--- config.mk ---
export PLATFORM = sky130hd
export DESIGN_NAME = conv_layer_sched
export DESIGN_NICKNAME = d
export VERILOG_FILES = /design/src/rtl/conv_layer_sched.sv
export SDC_FILE = /design/constraint.sdc
export NUM_CORES = 1
export LEC_CHECK = 0
export ABC_CLOCK_PERIOD_IN_PS = 3200
export BUFFER_PORTS_ARGS = -buffer_cell sky130_fd_sc_hd__buf_2
export CORE_ASPECT_RATIO = 0.7
export CORE_MARGIN = 3
export CORE_UTILIZATION = 59
export DETAILED_ROUTE_END_ITERATION = 12
export GPL_TIMING_DRIVEN = 0
export PLACE_DENSITY = 0.77
export SLEW_MARGIN = 20
export SYNTH_ARGS = -nofsm -noshare
export SYNTH_HDL_FRONTEND = slang
export SYNTH_SLANG_ARGS = --single-unit
--- constraint.sdc ---
create_clock -name clk -period 3.2 [get_ports clk]
set_clock_uncertainty 0.15 [all_clocks]
set_input_delay 0.32 -clock clk [delete_from_list [all_inputs] [get_ports clk]]
set_output_delay 0.32 -clock clk [all_outputs]
set_load 0.02 [all_outputs]
--- src/rtl/conv_layer_sched.sv ---
`default_nettype none
// conv_layer_sched: layer/channel pass sequencer for the LeNet-5 data-correction stage.
// Optional build macro SCHED_TIMEOUT_EN adds a DRAIN watchdog (DRAIN_TIMEOUT cycles).
module conv_layer_sched #(
    parameter int PE_LATENCY    = 5,
    parameter int C1_CH         = 6,
    parameter int C2_CH         = 16
`ifdef SCHED_TIMEOUT_EN
    ,
    parameter int DRAIN_TIMEOUT = 4096
`endif
) (
    input  logic       clk,
    input  logic       rst,
    input  logic       start,
    input  logic       abort,
    input  logic       dc_dout_start,
    input  logic       dc_empty,
    output logic [4:0] featmap_size,
    output logic       din_en,
    output logic [9:0] src_addr,
    output logic [1:0] layer_idx,
    output logic [4:0] ch_idx,
    output logic       busy,
    output logic       done,
    output logic       err
);

    typedef enum logic [2:0] {
        S_IDLE  = 3'd0,
        S_CFG   = 3'd1,
        S_FEED  = 3'd2,
        S_DRAIN = 3'd3,
        S_NEXT  = 3'd4,
        S_DONE  = 3'd5
    } state_t;

    state_t state;
    state_t state_nx;

    logic [10:0] feed_cnt;
    logic [9:0]  out_cnt;

    logic [4:0]  tbl_fmap;
    logic [9:0]  tbl_outs;
    logic [4:0]  tbl_ch_m1;
    logic [10:0] tbl_pix;
    logic [9:0]  tbl_pix_m1;
    logic [10:0] tbl_feed_m1;

    logic feed_last;
    logic drain_ok;
    logic last_ch;
    logic last_layer;
    logic wdog_hit;

    // Per-layer geometry: fmap side, expected output words, channel count.
    always_comb begin
        tbl_fmap  = 5'd30;
        tbl_outs  = 10'd784;
        tbl_ch_m1 = 5'(C1_CH - 1);
        case (layer_idx)
            2'd0: begin
                tbl_fmap  = 5'd30;
                tbl_outs  = 10'd784;
                tbl_ch_m1 = 5'(C1_CH - 1);
            end
            2'd1: begin
                tbl_fmap  = 5'd28;
                tbl_outs  = 10'd196;
                tbl_ch_m1 = 5'(C1_CH - 1);
            end
            2'd2: begin
                tbl_fmap  = 5'd14;
                tbl_outs  = 10'd144;
                tbl_ch_m1 = 5'(C2_CH - 1);
            end
            default: begin
                tbl_fmap  = 5'd12;
                tbl_outs  = 10'd36;
                tbl_ch_m1 = 5'(C2_CH - 1);
            end
        endcase
    end

    assign tbl_pix     = 11'(tbl_fmap) * 11'(tbl_fmap);
    assign tbl_pix_m1  = 10'(tbl_pix - 11'd1);
    assign tbl_feed_m1 = tbl_pix + 11'(PE_LATENCY) - 11'd1;

    assign feed_last  = (feed_cnt == tbl_feed_m1);
    // ">=" rather than "==" so an overrunning stage still lets the pass finish.
    assign drain_ok   = (out_cnt >= tbl_outs) && !dc_dout_start && dc_empty;
    assign last_ch    = (ch_idx == tbl_ch_m1);
    assign last_layer = (layer_idx == 2'd3);

`ifdef SCHED_TIMEOUT_EN
    logic [12:0] wdog;

    always_ff @(posedge clk or posedge rst) begin
        if (rst) begin
            wdog <= 13'd0;
        end else if (state != S_DRAIN || dc_dout_start || abort) begin
            wdog <= 13'd0;
        end else begin
            wdog <= wdog + 13'd1;
        end
    end

    assign wdog_hit = (state == S_DRAIN) && !dc_dout_start &&
                      (wdog == 13'(DRAIN_TIMEOUT - 1));
`else
    assign wdog_hit = 1'b0;
`endif

    always_ff @(posedge clk or posedge rst) begin
        if (rst) begin
            state <= S_IDLE;
        end else begin
            state <= state_nx;
        end
    end

    always_comb begin
        state_nx = state;
        case (state)
            S_IDLE:  if (start) state_nx = S_CFG;
            S_CFG:   state_nx = S_FEED;
            S_FEED:  if (feed_last) state_nx = S_DRAIN;
            S_DRAIN: begin
                if (drain_ok) begin
                    state_nx = S_NEXT;
                end else if (wdog_hit) begin
                    state_nx = S_DONE;
                end
            end
            S_NEXT:  state_nx = (last_ch && last_layer) ? S_DONE : S_CFG;
            S_DONE:  state_nx = S_IDLE;
            default: state_nx = S_IDLE;
        endcase
        if (abort) begin
            state_nx = S_IDLE;
        end
    end

    assign busy   = (state != S_IDLE);
    assign done   = (state == S_DONE);
    assign din_en = (state == S_FEED);

    always_ff @(posedge clk or posedge rst) begin
        if (rst) begin
            featmap_size <= 5'd30;
            src_addr     <= 10'd0;
            layer_idx    <= 2'd0;
            ch_idx       <= 5'd0;
            feed_cnt     <= 11'd0;
            out_cnt      <= 10'd0;
            err          <= 1'b0;
        end else if (abort) begin
            // featmap_size and err deliberately hold across an abort.
            src_addr  <= 10'd0;
            layer_idx <= 2'd0;
            ch_idx    <= 5'd0;
            feed_cnt  <= 11'd0;
            out_cnt   <= 10'd0;
        end else begin
            case (state)
                S_IDLE: begin
                    layer_idx <= 2'd0;
                    ch_idx    <= 5'd0;
                    feed_cnt  <= 11'd0;
                    out_cnt   <= 10'd0;
                    src_addr  <= 10'd0;
                    if (start) begin
                        err <= 1'b0;
                    end
                end
                S_CFG: begin
                    featmap_size <= tbl_fmap;
                end
                S_FEED: begin
                    feed_cnt <= feed_cnt + 11'd1;
                    if (src_addr != tbl_pix_m1) begin
                        src_addr <= src_addr + 10'd1;
                    end
                    if (dc_dout_start) begin
                        out_cnt <= out_cnt + 10'd1;
                    end
                end
                S_DRAIN: begin
                    if (dc_dout_start) begin
                        out_cnt <= out_cnt + 10'd1;
                    end
                    if (drain_ok && (out_cnt > tbl_outs)) begin
                        err <= 1'b1;
                    end else if (!drain_ok && wdog_hit) begin
                        err <= 1'b1;
                    end
                end
                S_NEXT: begin
                    feed_cnt <= 11'd0;
                    out_cnt  <= 10'd0;
                    src_addr <= 10'd0;
                    if (last_ch) begin
                        ch_idx <= 5'd0;
                        if (!last_layer) begin
                            layer_idx <= layer_idx + 2'd1;
                        end
                    end else begin
                        ch_idx <= ch_idx + 5'd1;
                    end
                end
                default: ;
            endcase
        end
    end

endmodule
`default_nettype wire

==> reports/metrics.cfg, run 1 <==
[pwr]
vdd.ir_drop.worst_mv = 0.257
p_leak_nw = 1.45
p_per_area_nw_per_um2 = 358

[synth]
syn_area_sq_um = 2850
synth_cells = 318
seq_area_frac_synth = 0.388
yosysMostFrequentCell = dfrtp_1
synth_seq_cells = 44
synthTopCellsByCount = dfrtp_1 (42), nor2_1 (35), nand2_1 (30)
synth-async-reset-ratio = 1.00
synth.avg_cell_area_sq_um = 8.95
synth-edff-count = 0
synth_area_leaders = dfrtp_1 (37%), ha_1 (8.8%), xor2_1 (5.5%)
synth_top_area_cell = dfrtp_1
yosysWarnings = 0
synth_cell_types = 55
dominantRegCellSynth = dfrtp_1
netlist.area_leader.share = 0.369

[sta]
fin_crit_sh = 0.879
period_needed_ns = 2.81
worst_pin_slew_ns = 0.664
setup_viol = 0
rsz0062_at_grt = no
drv_slew = 0
fin_tns_setup_ns = 0
relSlewSlack = 0.557
finalHoldViolCount = 0
maxClockFrequency_mhz = 355

[floorplanning]
die_x_um = 89.0
core_area_sq_um = 4500
die_area_sq_um = 5710
initial_core_util = 0.632
ios = 32
row_count = 20
die_height_um = 64.1

[global_route]
use_met2 = 0.398
grt_max_degree = 35
antenna_found_initial = 0
grt.total_usage = 0.248
grtUsageMet3 = 0.0477
grt_pass1_wl_mm = 11.0
busiest_layer = met2
grt_overflow = 0
gr-usage-met1 = 0.338
grt_pass1_vias = 2351

[critical_path]
crit_buf_inv = 2
worstPathCellList = inv_1 > ha_1 > buf_2 > nor2_1 > mux2i_1 > nand4_1 > a2111oi_1 > and4_1
cp-start-kind = register
cp_top_family = flip-flops
required_ns = 3.28
slowest_delay_ns = 0.60
path_max_fanout = 10
slowest_stage = dfrtp_1
end_kind = register
crit_type = reg2reg
crit_arrival_ns = 2.90

[clocking]
clk_path_buf_depth = 2
cts_hold_buf = 1
ctsResizeCount = 0
htreeDepth = 2
clock-root-buffer = clkbuf_8
cts_num_sinks = 44
cts-buffers-inserted = 5
tritoncts = done
post_cts_buffers = 0
path_clk_slew_ns = 0.08
insertion_delay_ns = 0.29

[job]
drv_cap = 0

[final_layout]
final_nets = 382
drive_above_1_share = 0.165
syn2layout_area_growth_pct = 11.8
final-seq-area_sq_um = 1100
num-fill-cells = 383
antenna_cells = 0
fin_area_sq_um = 3180
multi_input_area_sq_um = 1620

[outcome]
status = complete, no violations

[placement]
io_buffer_count = 28
place_area_sq_um = 3080
gp_congestion = 0.853
hpwl_mm = 4.80

[detailed_routing]
wl_per_cell_um = 16.1
drtPass1Iterations = 5
antenna_left = 0
vias = 2406
drtIter0Drc = 110
drc = 0
viasPerCell = 5.84
wirelength_mm = 6.64

[min_path]
hold_path_class = in2reg

-- cell families (layout without fill, tap and decap cells) --
| group | count (synthesis) | count (layout) | synth area share |
|---|---|---|---|
| AO/OA/AOI/OAI | 49 | 49 | 0.113 |
| XOR/XNOR | 29 | 29 | 0.0892 |
| adder cells (fa/ha/maj) | 20 | 20 | 0.0879 |
| buffers and inverters | 29 | 67 | 0.0453 |
| flip-flops | 44 | 44 | 0.388 |
| multiplexers | 8 | 8 | 0.0295 |
| other | 2 | 3 | 0.00264 |
| AND/OR/NAND/NOR | 137 | 137 | 0.245 |
-- where the power goes --
part           internal, W  switching (W)  total [W]
Clock             0.000173       0.000191   0.000363
Sequential        0.000568      0.0000196   0.000588
Combinational    0.0000574       0.000129   0.000187
Total             0.000798       0.000340    0.00114
-- through the flow --
stage / setup slack (ns) / total power, W / cells / utilization / hold slack [ns]
after floorplan: 0.622 / 0.000720 / 319 / - / 0.350
after global placement: 0.453 / 0.000774 / 402 / 0.679 / 0.341
after detailed placement: 0.442 / 0.000780 / 403 / 0.684 / 0.116
after CTS: 0.417 / 0.00114 / 412 / 0.706 / 0.206
after global routing: 0.263 / 0.00119 / 412 / 0.706 / 0.233
final: 0.386 / 0.00114 / 412 / 0.706 / 0.211
-- sequential cells by signal, indices dropped and copies added (netlist names) --
register,cells
feed_cnt,11
featmap_size,2
state,3
layer_idx,2
err,1
out_cnt,10
ch_idx,5
src_addr,10
-- per-layer routing --
metal / up-vias / share of wire / wire length [um]
met3: 11 / 0.064 / 427
met5: - / 0 / 0
li1: 1182 / - / -
met1: 1136 / 0.45 / 3020
met4: 0 / 0.012 / 78
met2: 77 / 0.47 / 3110
-- tightest hold or removal path, delay by kind of cell --
kind,cells,cell delay (ns)
and+or+nand+nor,2,0.12
buffers and inverters,1,0.11
AOI/OAI and AO/OA,1,0.07
-- area by class of cell --
| cell class | count | share of cell area |
|---|---|---|
| Inverter | 15 | 0.0177 |
| Buffer | 14 | 0.0228 |
| Tap cell | 55 | 0.0216 |
| Clock inverter | 2 | 0.00315 |
| Sequential cell | 44 | 0.347 |
| Timing Repair Buffer | 30 | 0.0535 |
| Clock buffer | 6 | 0.0260 |
| Multi-Input combinational cell | 246 | 0.508 |
-- worst paths after layout --
kind / to / slack [ns] / cells past startpoint / startpoint
worst min-delay path: err$_DFFE_PP0P_ / 0.21 / 4 / start
max in group asynchronous: featmap_size[1]$_DFFE_PP1P_ / 1.99 / 4 / rst
worst min register to register: featmap_size[1]$_DFFE_PP1P_ / 0.36 / 2 / featmap_size[1]$_DFFE_PP1P_
min in group asynchronous: out_cnt[8]$_DFFE_PP0P_ / 0.39 / 3 / rst
worst max register to register: state[0]$_DFFE_PP0P_ / 0.39 / 8 / layer_idx[0]$_DFFE_PP0P_
worst max-delay path: state[0]$_DFFE_PP0P_ / 0.39 / 8 / layer_idx[0]$_DFFE_PP0P_
-- placed cells by master, fill, tap and decap left out, drive strengths merged, types with 4 or more instances in the layout --
| master | count |
|---|---|
| nand2 | 30 |
| nor3 | 7 |
| nand4 | 11 |
| nand2b | 4 |
| nor2 | 37 |
| ha | 20 |
| o21ai | 18 |
| or3 | 6 |
| xor2 | 18 |
| a21oi | 8 |
| nor4 | 4 |
| and3 | 6 |
| xnor2 | 11 |
| mux2i | 5 |
| clkbuf | 12 |
| buf | 37 |
| inv | 15 |
| nand3 | 16 |
| dfrtp | 42 |
(Power assumes the default switching activity.)
==> inputs of run 2 (changes only) <==
--- a/config.mk
+++ b/config.mk
@@ -5,14 +5,15 @@
 export SDC_FILE = /design/constraint.sdc
 export NUM_CORES = 1
 export LEC_CHECK = 0
-export ABC_CLOCK_PERIOD_IN_PS = 3200
+export ABC_CLOCK_PERIOD_IN_PS = 3500
 export BUFFER_PORTS_ARGS = -buffer_cell sky130_fd_sc_hd__buf_2
 export CORE_ASPECT_RATIO = 0.7
 export CORE_MARGIN = 3
-export CORE_UTILIZATION = 59
+export CORE_UTILIZATION = 60
 export DETAILED_ROUTE_END_ITERATION = 12
 export GPL_TIMING_DRIVEN = 0
-export PLACE_DENSITY = 0.77
+export PLACE_DENSITY = 0.78
+export RECOVER_POWER = 50
 export SLEW_MARGIN = 20
 export SYNTH_ARGS = -nofsm -noshare
 export SYNTH_HDL_FRONTEND = slang
==> constraint.sdc (replaced) <==
create_clock -name clk -period 3.5 [get_ports clk]
set_clock_uncertainty 0.15 [all_clocks]
set_input_delay 0.35 -clock clk [delete_from_list [all_inputs] [get_ports clk]]
set_output_delay 0.35 -clock clk [all_outputs]
set_load 0.02 [all_outputs]
==> run 2 against run 1 <==
  * The run now ends with max-capacitance violations, max-slew violations left
  * Utilization is 0.13 points lower
  * Die area is 1.5% lower
  * Setup slack better by 0.22 ns
  * Register-to-register slack better by 0.22 ns
  * Wire length down 4.0%
  * Sequential share of layout area rose by 0.46 points
  * Highest routed layer unchanged
  * Sequential power down 8.7%
  * Fmax decreased by 2.8%
  * Largest power group unchanged
  * Non-clock buffer count unchanged
  * Critical path depth stayed put
==> reports/metrics.cfg, run 2 (same netlist as run 1, synthesis figures left out) <==
[sta]
setup_viol = 0
worst_pin_slew_ns = 1.77
fin_tns_setup_ns = 0
maxClockFrequency_mhz = 346
relSlewSlack = -0.177
rsz0062_at_grt = no
finalHoldViolCount = 0
drv_slew = 34
period_needed_ns = 2.89
fin_crit_sh = 0.827
hold_slack_ns = 0.245

[detailed_routing]
wirelength_mm = 6.37
drc = 0
wl_per_cell_um = 15.5
drtPass1Iterations = 4
vias = 2418
drtIter0Drc = 140
antenna_left = 0
viasPerCell = 5.87

[final_layout]
mostFrequentLayoutCell = dfrtp_1
num-fill-cells = 376
largest_reg_flops = 11
fin_area_sq_um = 3140
drive_above_1_share = 0.123
instances_no_fill = 412
final_cell_mix = dfrtp_1 (42), nor2_1 (35), nand2_1 (30)
syn2layout_area_growth_pct = 10.3
reg_top3 = feed_cnt x11, out_cnt x10, src_addr x10
final_nets = 382
antenna_cells = 0
top_register = feed_cnt

[pwr]
p_per_area_nw_per_um2 = 322
sequentialPowerShare = 0.531
power_frac_clock = 0.305
p_int_w = 0.000709
swShare = 0.299
p_leak_nw = 1.38
vdd.ir_drop.worst_mv = 0.253
pwr-share-comb = 0.164
switchingPower_w = 0.000303

[clocking]
cts_num_sinks = 44
tritoncts = done
cts-buffers-inserted = 5
path_clk_slew_ns = 0.08
htreeDepth = 2
clock-root-buffer = clkbuf_8
post_cts_buffers = 0
ctsResizeCount = 0
insertion_delay_ns = 0.30
clk_path_buf_depth = 2

[global_route]
grt_max_degree = 34
grt.total_usage = 0.250
grt_pass1_vias = 2266
antenna_found_initial = 0
grt_pass1_wl_mm = 11.1
grt_overflow = 0

[placement]
gp_congestion = 0.864
io_buffer_count = 28
place_inst = 403
hpwl_mm = 4.83
place_area_sq_um = 3080

[outcome]
violations = max-capacitance violations, max-slew violations
status = finished, violations left

[floorplanning]
ios = 32
die_x_um = 88.3
die_area_sq_um = 5620
die_height_um = 63.6
row_count = 20
core_area_sq_um = 4450
initial_core_util = 0.639

[critical_path]
cp-start-kind = register
path_max_fanout = 10
required_ns = 3.53
crit_type = reg2reg
crit_arrival_ns = 2.92
end_kind = register

[job]
drv_cap = 1

[min_path]
hold_path_class = in2reg

[run 2: cell types whose count changed in the layout (fill, tap and decap cells not counted)]
cell and change:
clkinv_2 -1, buf_2 -11, clkbuf_8 -1, inv_1 +1, inv_2 -1, clkbuf_1 +14, buf_12 -1
[run 2: final timing paths]
kind                                                   from                           to  slack, ns  cells past startpoint
worst min register to register  featmap_size[1]$_DFFE_PP1P_  featmap_size[1]$_DFFE_PP1P_       0.36                      2
max in group asynchronous                               rst      src_addr[6]$_DFFE_PP0P_       0.74                      4
worst min-delay path                                  start              err$_DFFE_PP0P_       0.24                      4
worst max register to register     layer_idx[0]$_DFFE_PP0P_      src_addr[0]$_DFFE_PP0P_       0.61                      8
worst max-delay path               layer_idx[0]$_DFFE_PP0P_      src_addr[0]$_DFFE_PP0P_       0.61                      8
min in group asynchronous                               rst       out_cnt[1]$_DFFE_PP0P_       0.46                      3
[run 2: stage by stage]
stage	power [W]	util	worst slack [ns]
floorplan	0.000658	-	0.922
global placement	0.000707	0.687	0.754
detailed placement	0.000715	0.691	0.667
CTS	0.00102	0.712	0.643
global route	0.00107	0.705	0.344
finish	0.00101	0.705	0.606
[run 2: layout make-up]
class                      count  area [sq um]  area share
buffer                        14          72.6      0.0231
clock buffer                   7          76.3      0.0243
clock inverter                 1          5.00     0.00159
inverter                      15          56.3      0.0179
multi-input combinational    246          1620       0.515
sequential                    44          1100       0.351
tap                           55          68.8      0.0219
timing repair buffer          30           140      0.0446
[run 2: per-layer routing]
layer,part of all wire,vias to the layer above,global-route usage
met4,0.0049,0,0.0472
li1,-,1186,-
met3,0.050,5,0.0484
met5,0,-,0
met1,0.48,1153,0.358
met2,0.47,74,0.394
[run 2: worst max-delay path, stage by stage, from the launching register on]
cell,delay (ns)
dfrtp_1,0.65
inv_1,0.21
ha_1,0.24
buf_2,0.18
o21ba_2,0.26
or3_1,0.37
a21boi_2,0.21
o21ai_1,0.17
mux2_1,0.34
[run 2: timing repair]
| item | in CTS | in global routing |
|---|---|---|
| endpoints found under the hold margin | 11 | 0 |
| setup endpoints to repair | 0 | 0 |
| hold buffers | 1 | 0 |
[run 2: power by group through the flow]
stage	logic, W	clock network [W]	registers (W)
6_report	0.000166	0.000309	0.000537
2_1_floorplan	0.000109	0	0.000549
4_1_cts	0.000169	0.000314	0.000537
5_1_grt	0.000184	0.000343	0.000540
3_5_place_dp	0.000168	0	0.000547
3_3_place_gp	0.000161	0	0.000546
